## src/rtl/lfsr_pkg.sv

```systemverilog
// Shared definitions for the LFSR arbiter slice: FSM state encoding and
// default tap/seed constants for the common LFSR widths.
package lfsr_pkg;

  typedef enum logic [1:0] {
    IDLE    = 2'd0,
    STEP    = 2'd1,
    DELIVER = 2'd2
  } state_e;

  localparam logic [0:3]  TAPS_L4  = 4'b1001;
  localparam logic [0:3]  SEED_L4  = 4'b1000;
  localparam logic [0:15] TAPS_L16 = 16'b0110100000000001;
  localparam logic [0:15] SEED_L16 = 16'hACE1;

endpackage

```

## src/rtl/lfsr.sv

```systemverilog
// Generic LFSR, bit order [0:LENGTH-1]; Fibonacci shifts toward higher indices
// with feedback into bit 0, Galois rotates bit LENGTH-1 back through the taps.
module lfsr
  import lfsr_pkg::*;
#(
  parameter int                TYPE   = 0,
  parameter int                EXTEND = 0,
  parameter int                LENGTH = 16,
  parameter logic [0:LENGTH-1] TAPS   = TAPS_L16,
  parameter logic [0:LENGTH-1] SEED   = SEED_L16
) (
  input  logic              clk,
  input  logic              rst,
  input  logic              enable,
  output logic [0:LENGTH-1] state
);

  logic [0:LENGTH-1] r_state;
  logic [0:LENGTH-1] w_next;
  logic              w_fb;
  logic              w_low_zero;

  // Next-state logic; EXTEND splices the all-zero state into the Fibonacci cycle
  always_comb begin
    w_low_zero = (r_state[0:LENGTH-2] == {(LENGTH-1){1'b0}});
    w_fb       = (^(r_state & TAPS)) ^ ((EXTEND != 32'sd0) & w_low_zero);
    w_next     = r_state;
    if (TYPE == 32'sd0) begin
      w_next = {w_fb, r_state[0:LENGTH-2]};
    end else begin
      w_next[0] = r_state[LENGTH-1];
      for (int i = 1; i < LENGTH; i++) begin
        w_next[i] = r_state[i-1] ^ (TAPS[i] & r_state[LENGTH-1]);
      end
    end
  end

  // State register; only advances when enabled
  always_ff @(posedge clk or negedge rst) begin
    if (!rst) begin
      r_state <= SEED;
    end else if (enable) begin
      r_state <= w_next;
    end
  end

  assign state = r_state;

endmodule

```

## src/rtl/lfsr_rr_arbiter.sv

```systemverilog
// Round-robin arbiter sharing one LFSR: each grant advances the sequence by
// STEPS states and then strobes the resulting word to the granted requester.
module lfsr_rr_arbiter
  import lfsr_pkg::*;
#(
  parameter int                NREQ   = 4,
  parameter int                LENGTH = 16,
  parameter logic [0:LENGTH-1] TAPS   = TAPS_L16,
  parameter int                TYPE   = 0,
  parameter logic [0:LENGTH-1] SEED   = SEED_L16,
  parameter int                STEPS  = 16
) (
  input  logic              clk,
  input  logic              rst,
  input  logic [NREQ-1:0]   req,
  output logic [NREQ-1:0]   grant,
  output logic              busy,
  output logic              word_valid,
  output logic [0:LENGTH-1] word
);

  localparam int IW = (NREQ > 1) ? $clog2(NREQ) : 1;
  localparam int CW = $clog2(STEPS + 1);

  // First set request searching upward from l+1, wrapping modulo NREQ
  function automatic logic [IW-1:0] rr_pick(input logic [NREQ-1:0] r, input logic [IW-1:0] l);
    logic [IW-1:0] sel;
    int            idx;
    sel = {IW{1'b0}};
    for (int i = NREQ; i >= 1; i--) begin
      idx = (int'(l) + i) % NREQ;
      if (r[idx]) begin
        sel = IW'(idx);
      end
    end
    return sel;
  endfunction

  state_e          r_state, w_state_nxt;
  logic [NREQ-1:0] r_grant, w_grant_nxt;
  logic [IW-1:0]   r_last, w_last_nxt;
  logic [IW-1:0]   r_gidx, w_gidx_nxt;
  logic [IW-1:0]   w_pick;
  logic [CW-1:0]   r_cnt, w_cnt_nxt;
  logic            r_busy, w_busy_nxt;
  logic            r_word_valid, w_valid_nxt;
  logic            w_lfsr_en;

  // Next-state and next-output logic
  always_comb begin
    w_state_nxt = r_state;
    w_grant_nxt = r_grant;
    w_last_nxt  = r_last;
    w_gidx_nxt  = r_gidx;
    w_cnt_nxt   = r_cnt;
    w_busy_nxt  = r_busy;
    w_valid_nxt = 1'b0;
    w_lfsr_en   = 1'b0;
    w_pick      = rr_pick(req, r_last);
    case (r_state)
      IDLE: begin
        if (req != {NREQ{1'b0}}) begin
          w_state_nxt = STEP;
          w_grant_nxt = NREQ'(1'b1) << w_pick;
          w_gidx_nxt  = w_pick;
          w_cnt_nxt   = CW'(STEPS);
          w_busy_nxt  = 1'b1;
        end else begin
          w_state_nxt = IDLE;
        end
      end
      STEP: begin
        w_lfsr_en = 1'b1;
        if (r_cnt == CW'(1)) begin
          w_state_nxt = DELIVER;
          w_valid_nxt = 1'b1;
          w_cnt_nxt   = {CW{1'b0}};
        end else begin
          w_cnt_nxt = r_cnt - CW'(1);
        end
      end
      DELIVER: begin
        w_state_nxt = IDLE;
        w_grant_nxt = {NREQ{1'b0}};
        w_busy_nxt  = 1'b0;
        w_last_nxt  = r_gidx;
      end
      default: begin
        w_state_nxt = IDLE;
        w_grant_nxt = {NREQ{1'b0}};
        w_busy_nxt  = 1'b0;
      end
    endcase
  end

  // FSM state and registered outputs
  always_ff @(posedge clk or negedge rst) begin
    if (!rst) begin
      r_state      <= IDLE;
      r_grant      <= {NREQ{1'b0}};
      r_last       <= IW'(NREQ - 1);
      r_gidx       <= {IW{1'b0}};
      r_cnt        <= {CW{1'b0}};
      r_busy       <= 1'b0;
      r_word_valid <= 1'b0;
    end else begin
      r_state      <= w_state_nxt;
      r_grant      <= w_grant_nxt;
      r_last       <= w_last_nxt;
      r_gidx       <= w_gidx_nxt;
      r_cnt        <= w_cnt_nxt;
      r_busy       <= w_busy_nxt;
      r_word_valid <= w_valid_nxt;
    end
  end

  lfsr #(
    .TYPE   (TYPE),
    .EXTEND (0),
    .LENGTH (LENGTH),
    .TAPS   (TAPS),
    .SEED   (SEED)
  ) u_lfsr (
    .clk    (clk),
    .rst    (rst),
    .enable (w_lfsr_en),
    .state  (word)
  );

  assign grant      = r_grant;
  assign busy       = r_busy;
  assign word_valid = r_word_valid;

endmodule

```

## config.mk

```make
export PLATFORM = sky130hd
export DESIGN_NAME = lfsr_rr_arbiter
export DESIGN_NICKNAME = d
export VERILOG_FILES = /design/src/rtl/lfsr_pkg.sv /design/src/rtl/lfsr.sv /design/src/rtl/lfsr_rr_arbiter.sv
export SDC_FILE = /design/constraint.sdc
export NUM_CORES = 1
export LEC_CHECK = 0
export ABC_AREA = 1
export BUFFER_PORTS_ARGS = -buffer_cell sky130_fd_sc_hd__buf_2
export CAP_MARGIN = 20
export CORE_MARGIN = 2
export CORE_UTILIZATION = 55
export CTS_BUF_LIST = sky130_fd_sc_hd__clkbuf_8
export DETAILED_ROUTE_END_ITERATION = 10
export PLACE_DENSITY = 0.78
export SLEW_MARGIN = 0
export SYNTH_ARGS = -nofsm -noshare
export SYNTH_HDL_FRONTEND = slang
export SYNTH_SLANG_ARGS = --single-unit
```

## constraint.sdc

```tcl
create_clock -name clk -period 1.75 [get_ports clk]
set_input_delay 0.4375 -clock clk [delete_from_list [all_inputs] [get_ports clk]]
set_output_delay 0.4375 -clock clk [all_outputs]
set_load 0.005 [all_outputs]
```

==> results.txt <==
----------------------------------------------------
[Drt]
  DRT met1 WL ... 1480 µm
  Total routed wirelength ... 3140 µm
  Remaining DRCs ... 3
  Via-to-Cell Ratio ... 4.93
  Wire length on met2 ... 1490 µm
  Uppermost layer routed ... met4
  Vias after detailed routing ... 1337
  Final antenna-violating net count ... 0
  Initial DRC Count ... 80
  Initial DRT Pass Iterations ... 7
  Routed wire per std cell ... 11.6 µm
  Met3 WL post-DR ... 147 µm

[Floorplan]
  Die area ... 3480 µm²
  I/O pins ... 28
  Number of standard-cell rows in the floorplan ... 19
  Height of the die ... 59.0 µm
  Standard cell core area ... 2810 µm²
  Starting density of the core ... 0.592
  Die X-Extent ... 59.0 µm

[Synthesis]
  Predominant post-synthesis flop cell ... dfrtp_1
  Synth area leaders ... dfrtp_1 (35%), nand2_1 (17%), dfstp_2 (16%)
  Yosys Warn Count ... 0
  Number of nets produced by synthesis ... 213
  Instance count of the mapped netlist ... 205
  Register bit total from synthesis ... 33
  Biggest area consumer among synthesized cells ... dfrtp_1
  Average footprint of a synthesized cell ... 8.11 µm²
  EDFF count, synth ... 0
  Synth Cell Area ... 1660 µm²
  Count leader, synth ... nand2_1
  Number of distinct library cells after synthesis ... 26
  Synth cell count leaders ... nand2_1 (76), dfrtp_1 (23), inv_1 (19)
  Yosys top cell area share ... 0.346
  FFs w/ async S/R, synth ... 1.00
  Fraction of the yosys area taken by sequential cells ... 0.505

[Outcome]
  Status ... complete, but fails checks
  Violated checks ... DRC

[Clock network]
  Number of buffers created by CTS ... 5
  CTS tree ... built
  Sinks on the clock net ... 33
  Source-to-sink clock delay at the later pin of the worst-skew pair ... 0.29 ns
  H-tree levels ... 2
  Cell at the root of the clock tree ... clkbuf_8
  Reg clk slew, reported paths ... 0.07 ns
  Hold-fix buffers at CTS ... 0
  Clock tree buffer depth ... 2
  Post-cts resize count ... 0
  Total setup buffers inserted after CTS ... 0

[STA]
  Slew headroom ... 0.732
  Finish-stage setup viols ... 0
  Final worst setup slack ... 0.196 ns
  Fraction of the cycle the final worst path needs ... 0.888
  Fin crit period ... 1.55 ns
  Setup repair after global routing missed its margin ... false
  Final Hold Violating Endpoints ... 0
  Slew of the pin with the lowest slew margin ... 0.402 ns
  Maximum operating frequency ... 0.644 GHz
  Setup_tns ... 0 ns
  Final setup skew ... 0.00482 ns
  Count of pins over their slew limit ... 0

[Global routing]
  Number of global-route vias before repair ... 1233
  Overall global routing resource usage ... 0.213
  Global-route wire length before repair ... 5510 µm
  Number of antenna violations at the first check in global routing ... 0
  Pin count of the biggest net entering global routing ... 34
  Total overflow reported by the global router ... 0

[Cells and area]
  Storage cell area ... 838 µm²
  Final Net Count ... 247
  Area growth from synthesis to layout ... 17.9%
  # diodes ... 0
  Layout filler cell count ... 251
  Final Cell Area ... 1960 µm²
  Proportion of layout cells with a drive suffix above 1 ... 0.304
  Final core area utilization ... 0.698
  Multi-input logic area ... 703 µm²

[Worst setup path]
  Data arrival at the endpoint of the critical path ... 1.74 ns
  Worst Setup Path Type ... register to register
  Crit path required time ... 1.93 ns
  Kind of capture point of the worst setup path ... register
  Largest fanout on the critical path ... 9
  Setup crit start kind ... register

[Place]
  Final estimated routing congestion in global placement ... 0.809
  Post-placement worst setup slack ... 0.144 ns
  Cell area reported after detailed placement ... 1840 µm²
  Port Buffers ... 27
  HPWL reported at the end of detailed placement ... 2310 µm

[Flow run]
  Total of max-cap violations ... 0

[Worst hold path]
  Classification of the worst-slack hold path ... primary input to async pin

[Power and ir drop]
  Power per cell area ... 1570 nW/µm²
  Worst vdd rail ir drop ... 0.721 mV
  Static leakage ... 1.09 nW

----------------------------------------------------
[kinds of logic (layout without fill, tap and decap cells)]
| group | count (synthesis) | after routing | share of synthesized area |
|---|---|---|---|
| AND/OR/NAND/NOR | 115 | 115 | 0.306 |
| XOR/XNOR | 4 | 4 | 0.0211 |
| flip-flops | 33 | 33 | 0.505 |
| adder cells (fa/ha/maj) | 2 | 2 | 0.0151 |
| AO/OA/AOI/OAI | 23 | 23 | 0.0813 |
| buffers and inverters | 28 | 63 | 0.0723 |
[per-layer routing]
layer | vias to the layer above | track usage
li1 | 696 | -
met5 | - | 0
met3 | 4 | 0.0615
met2 | 28 | 0.329
met1 | 609 | 0.292
met4 | 0 | 0.0682
[state kept, by name (all words and copies together), names as in the netlist]
register / count
busy: 1
grant: 4
r_cnt: 5
r_gidx: 2
r_last: 2
r_state: 2
u_lfsr.state: 16
word_valid: 1
[stage by stage]
stage	total power, mW	hold slack, ns	instances
6_report	3.08	0.160	271
5_1_grt	3.33	0.183	271
4_1_cts	3.12	0.169	271
3_5_place_dp	2.37	0.471	263
3_3_place_gp	2.34	0.460	263
2_1_floorplan	2.05	0.142	205
[power by group]
group          internal, mW  leakage [nW]  total (mW)  switching (mW)
clock network         0.458        0.0626       0.733           0.275
registers             0.948         0.401        1.09           0.140
logic                 0.465         0.628        1.26           0.798
[worst paths after layout]
check,from,to,slack [ns],cells after the start
min in group clk,u_lfsr.state[10],u_lfsr.state[10],0.48,2
setup reg to reg,r_last[0],r_gidx[0],0.20,8
setup / recovery,r_last[0],r_gidx[0],0.20,8
hold / removal,rst,u_lfsr.state[11],0.16,2
hold reg to reg,u_lfsr.state[10],u_lfsr.state[10],0.48,2
max in group asynchronous,rst,u_lfsr.state[5],1.26,2
[final cells by class]
type,count,share of cell area
clock inverter,2,0.0172
tap,31,0.0198
inverter,24,0.0498
timing repair buffer,31,0.0843
multi-input combinational,144,0.359
sequential,33,0.428
clock buffer,6,0.0421
[worst max-delay path, stage by stage, from the launching register on]
cell     delay, ns
dfstp_2       0.66
nand2_1       0.14
nand2_2       0.10
nor2_1        0.05
nor2_2        0.13
o21ai_2       0.08
nand2_2       0.07
nand3_2       0.10
o21a_1        0.12
[layout by cell type (no fill, tap or decap), types with 2 or more instances in the layout]
| master | n |
|---|---|
| nand3_1 | 7 |
| clkbuf_8 | 6 |
| a21oi_1 | 5 |
| dfrtp_1 | 23 |
| o21ai_1 | 5 |
| dfstp_2 | 10 |
| o21bai_2 | 2 |
| inv_2 | 4 |
| buf_4 | 4 |
| ha_1 | 2 |
| xnor2_1 | 3 |
| nand3_2 | 2 |
| inv_1 | 20 |
| nor2_1 | 14 |
| nand2_4 | 2 |
| nand2_2 | 10 |
| nand2_1 | 76 |
| o21ai_0 | 8 |
| buf_2 | 27 |
| nor2_2 | 2 |
Note: power is estimated with default switching activity, not from simulation.
